`config.mk`:
```
export PLATFORM = sky130hd
export DESIGN_NAME = mist1032isa_uart_rx_fifo_flat
export DESIGN_NICKNAME = d
export VERILOG_FILES = /design/src/rtl/mist1032isa_uart_rx_fifo_pkg.sv /design/src/rtl/mist1032isa_uart_rx_fifo_if.sv /design/src/rtl/mist1032isa_uart_rx_fifo_ram.sv /design/src/rtl/mist1032isa_uart_rx_fifo.sv /design/src/flat_wrapper.sv
export SDC_FILE = /design/constraint.sdc
export NUM_CORES = 1
export LEC_CHECK = 0
export CORE_AREA = 2 2 145 147
export DETAILED_ROUTE_END_ITERATION = 6
export DIE_AREA = 0 0 147 149
export GPL_ROUTABILITY_DRIVEN = 0
export PLACE_DENSITY = 0.46
export SYNTH_ARGS = -nofsm -noshare
export SYNTH_HDL_FRONTEND = slang
export SYNTH_HIERARCHICAL = 1
export SYNTH_SLANG_ARGS = --single-unit
```
`constraint.sdc`:
```
create_clock -name iCLOCK -period 2.7 [get_ports iCLOCK]
set_input_delay 0.405 -clock iCLOCK [delete_from_list [all_inputs] [get_ports iCLOCK]]
set_output_delay 0.405 -clock iCLOCK [all_outputs]
set_load 0.02 [all_outputs]
```
`src/rtl/mist1032isa_uart_rx_fifo_pkg.sv`:
```
// Shared UART definitions (the mist1032isa_uart_defines set): default receive
// FIFO depth and the byte width. The receiver and transmitter use the same
// constants.
package mist1032isa_uart_rx_fifo_pkg;

    localparam int UART_BYTE_W         = 8;
    localparam int UART_RXFIFO_DEPTH_N = 4;

    typedef logic [UART_BYTE_W-1:0] uart_byte_t;

endpackage

```
`src/rtl/mist1032isa_uart_rx_fifo_if.sv`:
```
// Bus between the UART receive FIFO and its producer/consumer.
// The master side drives the strobes. The slave side is the FIFO.
// MIST1032ISA_UART_RXFIFO_OVFCNT_EN adds the dropped-byte counter output.
interface mist1032isa_uart_rx_fifo_if
    import mist1032isa_uart_rx_fifo_pkg::*;
#(
    parameter int DEPTH_N = UART_RXFIFO_DEPTH_N
);
    logic               iRX_VALID;
    uart_byte_t         iRX_DATA;
    logic               iRD_REQ;
    logic               iFLUSH;
    logic               iOVF_CLEAR;
    logic               oRD_EMPTY;
    uart_byte_t         oRD_DATA;
    logic               oFULL;
    logic [DEPTH_N:0]   oCOUNT;
    logic               oOVERFLOW;
`ifdef MIST1032ISA_UART_RXFIFO_OVFCNT_EN
    logic [7:0]         oOVF_COUNT;
`endif

    modport master (
        output iRX_VALID, iRX_DATA, iRD_REQ, iFLUSH, iOVF_CLEAR,
        input  oRD_EMPTY, oRD_DATA, oFULL, oCOUNT, oOVERFLOW
`ifdef MIST1032ISA_UART_RXFIFO_OVFCNT_EN
        , input oOVF_COUNT
`endif
    );

    modport slave (
        input  iRX_VALID, iRX_DATA, iRD_REQ, iFLUSH, iOVF_CLEAR,
        output oRD_EMPTY, oRD_DATA, oFULL, oCOUNT, oOVERFLOW
`ifdef MIST1032ISA_UART_RXFIFO_OVFCNT_EN
        , output oOVF_COUNT
`endif
    );

endinterface

```
`src/rtl/mist1032isa_uart_rx_fifo_ram.sv`:
```
// Byte storage for the receive FIFO. It has one synchronous write port and one
// asynchronous read port. It has no reset.
module mist1032isa_uart_rx_fifo_ram
    import mist1032isa_uart_rx_fifo_pkg::*;
#(
    parameter int ADDR_W = UART_RXFIFO_DEPTH_N
) (
    input  logic              clk_i,
    input  logic              wr_en_i,
    input  logic [ADDR_W-1:0] wr_addr_i,
    input  uart_byte_t        wr_data_i,
    input  logic [ADDR_W-1:0] rd_addr_i,
    output uart_byte_t        rd_data_o
);

    uart_byte_t mem_q [1 << ADDR_W];

    // Store the byte at the write pointer.
    // NOTE: the array is deliberately not reset. The occupancy counter in the
    // parent decides what is valid, so a reset port here would only cost
    // flops and block RAM inference.
    always_ff @(posedge clk_i) begin
        if (wr_en_i) begin
            mem_q[wr_addr_i] <= wr_data_i;
        end
    end

    // The read is combinational so that the oldest byte falls through.
    assign rd_data_o = mem_q[rd_addr_i];

endmodule

```
`src/rtl/mist1032isa_uart_rx_fifo.sv`:
```
// UART receive FIFO. It is a circular buffer of 2^DEPTH_N bytes with
// first-word fall-through reads, a sticky overflow flag and a flush input.
// Optional feature: MIST1032ISA_UART_RXFIFO_OVFCNT_EN adds a saturating
// counter of dropped bytes on oOVF_COUNT.
module mist1032isa_uart_rx_fifo
    import mist1032isa_uart_rx_fifo_pkg::*;
#(
    parameter int DEPTH_N = UART_RXFIFO_DEPTH_N
) (
    input  logic                       iCLOCK,
    input  logic                       inRESET,
    mist1032isa_uart_rx_fifo_if.slave  rx_fifo_if
);

    localparam logic [DEPTH_N:0] FULL_CNT = {1'b1, {DEPTH_N{1'b0}}};

    logic [DEPTH_N-1:0] wptr_q, wptr_d;
    logic [DEPTH_N-1:0] rptr_q, rptr_d;
    logic [DEPTH_N:0]   count_q, count_d;
    logic               ovf_q, ovf_d;
    logic               empty, full, pop, push, drop;
    uart_byte_t         ram_rd;
`ifdef MIST1032ISA_UART_RXFIFO_OVFCNT_EN
    logic [7:0]         ovf_cnt_q, ovf_cnt_d;
`endif

    // Decode push, pop and drop, then form the next pointer, count and flag state.
    // A flush overrides both a push and a pop.
    // NOTE: every signal gets a default at the top of this block. A path that
    // leaves a signal unassigned would infer a latch.
    always_comb begin
        empty   = (count_q == '0);
        full    = (count_q == FULL_CNT);
        pop     = rx_fifo_if.iRD_REQ && !empty && !rx_fifo_if.iFLUSH;
        push    = rx_fifo_if.iRX_VALID && (!full || pop) && !rx_fifo_if.iFLUSH;
        drop    = rx_fifo_if.iRX_VALID && full && !rx_fifo_if.iRD_REQ && !rx_fifo_if.iFLUSH;
        wptr_d  = wptr_q;
        rptr_d  = rptr_q;
        count_d = count_q;
        ovf_d   = ovf_q;

        if (rx_fifo_if.iFLUSH) begin
            wptr_d  = '0;
            rptr_d  = '0;
            count_d = '0;
        end else begin
            if (push) wptr_d = wptr_q + DEPTH_N'(1);
            if (pop)  rptr_d = rptr_q + DEPTH_N'(1);
            case ({push, pop})
                2'b10:   count_d = count_q + (DEPTH_N+1)'(1);
                2'b01:   count_d = count_q - (DEPTH_N+1)'(1);
                default: count_d = count_q;
            endcase
        end

        // A new overflow in the same cycle as a clear leaves the flag set.
        if (drop) begin
            ovf_d = 1'b1;
        end else if (rx_fifo_if.iOVF_CLEAR) begin
            ovf_d = 1'b0;
        end
    end

    // Register pointers, occupancy and the overflow flag.
    // NOTE: sequential state uses non-blocking assignments only. Then every
    // flop samples the values from before the edge, whatever the block order.
    always_ff @(posedge iCLOCK or negedge inRESET) begin
        if (!inRESET) begin
            wptr_q  <= '0;
            rptr_q  <= '0;
            count_q <= '0;
            ovf_q   <= 1'b0;
        end else begin
            wptr_q  <= wptr_d;
            rptr_q  <= rptr_d;
            count_q <= count_d;
            ovf_q   <= ovf_d;
        end
    end

`ifdef MIST1032ISA_UART_RXFIFO_OVFCNT_EN
    // Next value of the dropped-byte counter. It saturates at 8'hFF. A drop
    // in the same cycle as a clear takes priority over the clear.
    always_comb begin
        ovf_cnt_d = ovf_cnt_q;
        if (drop) begin
            if (ovf_cnt_q != 8'hFF) ovf_cnt_d = ovf_cnt_q + 8'd1;
        end else if (rx_fifo_if.iOVF_CLEAR) begin
            ovf_cnt_d = 8'h00;
        end
    end

    // Register the dropped-byte counter.
    always_ff @(posedge iCLOCK or negedge inRESET) begin
        if (!inRESET) ovf_cnt_q <= 8'h00;
        else          ovf_cnt_q <= ovf_cnt_d;
    end

    assign rx_fifo_if.oOVF_COUNT = ovf_cnt_q;
`endif

    mist1032isa_uart_rx_fifo_ram #(
        .ADDR_W (DEPTH_N)
    ) u_ram (
        .clk_i     (iCLOCK),
        .wr_en_i   (push),
        .wr_addr_i (wptr_q),
        .wr_data_i (rx_fifo_if.iRX_DATA),
        .rd_addr_i (rptr_q),
        .rd_data_o (ram_rd)
    );

    // Status comes from registered state only. Stale RAM contents are masked
    // while the FIFO is empty.
    assign rx_fifo_if.oRD_EMPTY = empty;
    assign rx_fifo_if.oFULL     = full;
    assign rx_fifo_if.oCOUNT    = count_q;
    assign rx_fifo_if.oOVERFLOW = ovf_q;
    assign rx_fifo_if.oRD_DATA  = empty ? 8'h00 : ram_rd;

endmodule
```
`src/flat_wrapper.sv`:
```
// flat-port wrapper written by rule: the top's interface ports become plain ports
module mist1032isa_uart_rx_fifo_flat import mist1032isa_uart_rx_fifo_pkg::*;
#(
    parameter int DEPTH_N = UART_RXFIFO_DEPTH_N
)
  (iCLOCK, inRESET, rx_fifo_if_iRX_VALID, rx_fifo_if_iRX_DATA, rx_fifo_if_iRD_REQ, rx_fifo_if_iFLUSH, rx_fifo_if_iOVF_CLEAR, rx_fifo_if_oRD_EMPTY, rx_fifo_if_oRD_DATA, rx_fifo_if_oFULL, rx_fifo_if_oCOUNT, rx_fifo_if_oOVERFLOW);
  mist1032isa_uart_rx_fifo_if #(.DEPTH_N(DEPTH_N)) rx_fifo_if_i ();
  input  logic iCLOCK;
  input  logic inRESET;
  input wire logic [$bits(rx_fifo_if_i.iRX_VALID)-1:0] rx_fifo_if_iRX_VALID;
  input wire logic [$bits(rx_fifo_if_i.iRX_DATA)-1:0] rx_fifo_if_iRX_DATA;
  input wire logic [$bits(rx_fifo_if_i.iRD_REQ)-1:0] rx_fifo_if_iRD_REQ;
  input wire logic [$bits(rx_fifo_if_i.iFLUSH)-1:0] rx_fifo_if_iFLUSH;
  input wire logic [$bits(rx_fifo_if_i.iOVF_CLEAR)-1:0] rx_fifo_if_iOVF_CLEAR;
  output wire logic [$bits(rx_fifo_if_i.oRD_EMPTY)-1:0] rx_fifo_if_oRD_EMPTY;
  output wire logic [$bits(rx_fifo_if_i.oRD_DATA)-1:0] rx_fifo_if_oRD_DATA;
  output wire logic [$bits(rx_fifo_if_i.oFULL)-1:0] rx_fifo_if_oFULL;
  output wire logic [$bits(rx_fifo_if_i.oCOUNT)-1:0] rx_fifo_if_oCOUNT;
  output wire logic [$bits(rx_fifo_if_i.oOVERFLOW)-1:0] rx_fifo_if_oOVERFLOW;
  assign rx_fifo_if_i.iRX_VALID = rx_fifo_if_iRX_VALID;
  assign rx_fifo_if_i.iRX_DATA = rx_fifo_if_iRX_DATA;
  assign rx_fifo_if_i.iRD_REQ = rx_fifo_if_iRD_REQ;
  assign rx_fifo_if_i.iFLUSH = rx_fifo_if_iFLUSH;
  assign rx_fifo_if_i.iOVF_CLEAR = rx_fifo_if_iOVF_CLEAR;
  assign rx_fifo_if_oRD_EMPTY = rx_fifo_if_i.oRD_EMPTY;
  assign rx_fifo_if_oRD_DATA = rx_fifo_if_i.oRD_DATA;
  assign rx_fifo_if_oFULL = rx_fifo_if_i.oFULL;
  assign rx_fifo_if_oCOUNT = rx_fifo_if_i.oCOUNT;
  assign rx_fifo_if_oOVERFLOW = rx_fifo_if_i.oOVERFLOW;
  mist1032isa_uart_rx_fifo #(.DEPTH_N(DEPTH_N)) u_core (.iCLOCK(iCLOCK), .inRESET(inRESET), .rx_fifo_if(rx_fifo_if_i));
endmodule
```
==> metrics.csv <==
stage;metric;value;unit
critical_path;start_kind;register;
global_routing;gr-total-overflow;0;
finish;fill_cells;1946;
global_routing;grt_pass1_vias;3374;
floorplan;io_pins;30;
placement;hpwl;8830;um
clocking;clock_sinks;142;
yosys;synth_edf_count;128;
timing;skew;0.00865;ns
timing;hold_viol;0;
critical_path;rrSetupSlack;0.23;ns
critical_path;crit_fanout;6;
timing;rsz0062_at_grt;true;
critical_path;required;2.30;ns
route;drc_errors;0;
route;ant_nets;0;
yosys;synthFlopType;edfxtp_1;
timing;timing.hold.ws;0.411;ns
yosys;yosys_warnings;6;
finish;layout-drive-gt1-share;30.5;%
yosys;ys_seq_area_share;69.8;%
placement;dp_slack;-0.0878;ns
critical_path;criticalPathCategory;register to primary output;
clocking;cts_tree;done;
timing;tightest_slew;0.957;ns
placement;placed_area;6800;um^2
yosys;synth_area;6010;um^2
job;maxCapViolations;0;
clocking;cts_buffer_depth;2;
route;drt_iter0_drc;262;
clocking;post_cts_hold_buffer_count;0;
finish;n_antenna_cell;0;
timing;timing.final.ws_setup;-0.0171;ns
global_routing;track_usage;12.9;%
outcome;outcome;complete, but fails checks;
yosys;postSynthAreaPerCell;18.0;um^2
yosys;ys_top_cells_by_area;edfxtp_1 (64%), mux4_2 (6.8%), mux4_1 (6.1%);
timing;fin_crit;2.72;ns
global_routing;grt_max_degree;33;
timing;timing.slew.headroom;35.9;%
finish;fin_util;37.1;%
yosys;async_reset_ff_share;9.86;%
clocking;clk_latency;0.42;ns
finish;syn_to_final_growth;26.9;%
global_routing;antenna_found_initial;0;
route;drt-total-wl;13400;um
global_routing;grt_pass1_wl;20500;um
route;wl_per_cell;19.2;um
clocking;h-tree-depth;4;
timing;fmax;368;MHz
finish;final_area;7620;um^2
yosys;synth-seq-cells;142;
critical_path;crit_path_end_kind;primary output;
timing;setup_violations;1;
route;drtPass1Iterations;4;
floorplan;dieHeight;149;um
placement;port_buffers;29;
timing;drv_slew;0;
yosys;syn-num-nets;353;
floorplan;core;20600;um^2
power;vdd.ir_drop.worst;423;uV
route;vias_per_cell;4.67;
critical_path;cp.arrival;2.31;ns
critical_path;rr_endpoint;u_core/rx_fifo_if.oCOUNT[4];
timing;finalCritPeriodShare;101;%
power;p_per_area;907;nW/um^2
yosys;ys_types;49;
critical_path;reg2regPathDepth;9;
critical_path;r2r-start;u_core/rx_fifo_if.oCOUNT[1];
floorplan;start_util;29.2;%
yosys;synth_top_area_cell;edfxtp_1;
clocking;cts_made_buffers;17;
floorplan;rows;53;
outcome;failed_checks;setup timing;
yosys;synth_top_cell_area_share;64.0;%
clocking;cts.clk_slew.worst_paths;0.06;ns
power;power_leakage;0.00258;uW
floorplan;die_area;21900;um^2
yosys;synth_cells;333;
floorplan;fp.dieW;147;um
route;vias;3263;
clocking;root_buffer;clkbuf_16;
finish;finalNetCount;430;
worst_hold_path;hold_class;primary input to async pin;
[worst max path at each step]
stage | slack, ns | endpoint | cells after the start | startpoint
6_report | -0.02 | rx_fifo_if_oRD_DATA[0] | 8 | u_core/rptr_q[0]
4_1_cts | -0.17 | rx_fifo_if_oRD_DATA[0] | 6 | u_core/rptr_q[0]
3_3_place_gp | -0.04 | u_core/u_ram/mem_q[5][0] | 5 | rx_fifo_if_iRD_REQ
3_5_place_dp | -0.09 | u_core/u_ram/mem_q[7][0] | 5 | rx_fifo_if_iRD_REQ
5_1_grt | -0.09 | rx_fifo_if_oRD_DATA[0] | 8 | u_core/rptr_q[0]
2_1_floorplan | 0.04 | u_core/u_ram/mem_q[0][0] | 6 | u_core/rx_fifo_if.oCOUNT[4]
[cell families after synthesis]
kind of cell               count (synthesis)  synth area share [%]
buffers and inverters                     23                  2.38
and+or+nand+nor                           80                  6.85
AOI/OAI and AO/OA                         40                  5.13
muxes                                     36                  13.6
DFF                                      142                  69.8
adders and majority gates                  6                  1.38
xor gates and xnor gates                   6                 0.875
[Yosys cell counts, types with 2 or more instances]
cell type        count
edfxtp_1           128
nor2_1              26
mux4_2              18
a22oi_1             16
dfrtp_1             14
mux4_1              14
nand2_1             10
nor2b_1             10
inv_1                7
nand2b_1             7
nand3_1              7
nor3_1               7
a21oi_1              5
clkbuf_1             5
ha_1                 5
buf_6                4
xor2_1               4
buf_2                3
clkdlybuf4s25_2      3
mux2i_1              3
o21a_1               3
a211oi_1             2
a21o_1               2
nand3b_1             2
o21ai_0              2
o22ai_1              2
xnor2_1              2
[routing by layer]
layer | part of all wire [%] | GRT usage (%) | vias to the layer above
met5 | 0 | 0 | -
met4 | 1.4 | 4.52 | 0
met3 | 3.6 | 3.64 | 14
met2 | 48 | 20.5 | 67
met1 | 47 | 17.1 | 1689
li1 | - | - | 1493
[report_power, final]
group | internal [uW] | switching [uW] | total (uW) | leakage, uW
clock network | 1440 | 850 | 2290 | 0.000284
logic | 1100 | 1010 | 2110 | 0.000954
registers | 2460 | 50.3 | 2510 | 0.00134
total | 5000 | 1910 | 6910 | 0.00258
[final cells by class]
cell class	instances	area [um^2]	share of cell area, %
multi-input combinational	168	1720	22.6
tap	275	344	4.52
inverter	7	26.3	0.345
sequential	142	4200	55.1
timing repair buffer	74	752	9.87
clock buffer	20	437	5.73
clock inverter	12	144	1.89
[through the flow]
stage | total power, uW | TNS (ns) | cells
2_1_floorplan | 3610 | 0 | 333
3_3_place_gp | 4310 | -0.336 | 653
3_5_place_dp | 4320 | -1.50 | 653
4_1_cts | 6740 | -0.335 | 689
5_1_grt | 7220 | -0.390 | 698
6_report | 6910 | -0.0171 | 698
[timing repair]
| action | CTS | global route |
|---|---|---|
| buffers inserted | 2 | 9 |
| gates cloned | 2 | 0 |
| pin swaps | 4 | 11 |
| gates resized for setup | 38 | 32 |
| setup endpoints to repair | 10 | 9 |
[worst max-delay path: stages, from the launching register on]
cell and delay, ns:
dfrtp_2 0.45, buf_4 0.15, buf_8 0.12, buf_6 0.11
mux4_2 0.49, a22oi_1 0.17, nand2_1 0.11, nor2b_4 0.14
buf_4 0.15
[state kept, by name, indices dropped and copies added, names as in the netlist]
register / cells
u_core/rptr_q: 4
u_core/rx_fifo_if.oCOUNT: 5
u_core/rx_fifo_if.oOVERFLOW: 1
u_core/u_ram/mem_q: 128
u_core/wptr_q: 4
[cells in the final DEF (no fill, tap or decap), types with 7 or more instances in the layout]
master           count
mux4_2              24
clkdlybuf4s50_1     19
a22oi_2              9
nand3_1              7
inv_1                7
nor3_1               7
nand2b_1             7
nor2_1              26
buf_12               7
mux4_1               8
nor2b_1              7
nand2_1              9
dfrtp_1             13
a22oi_1              7
buf_4               35
clkbuf_16           17
edfxtp_1           128
(Power assumes the default switching activity.)
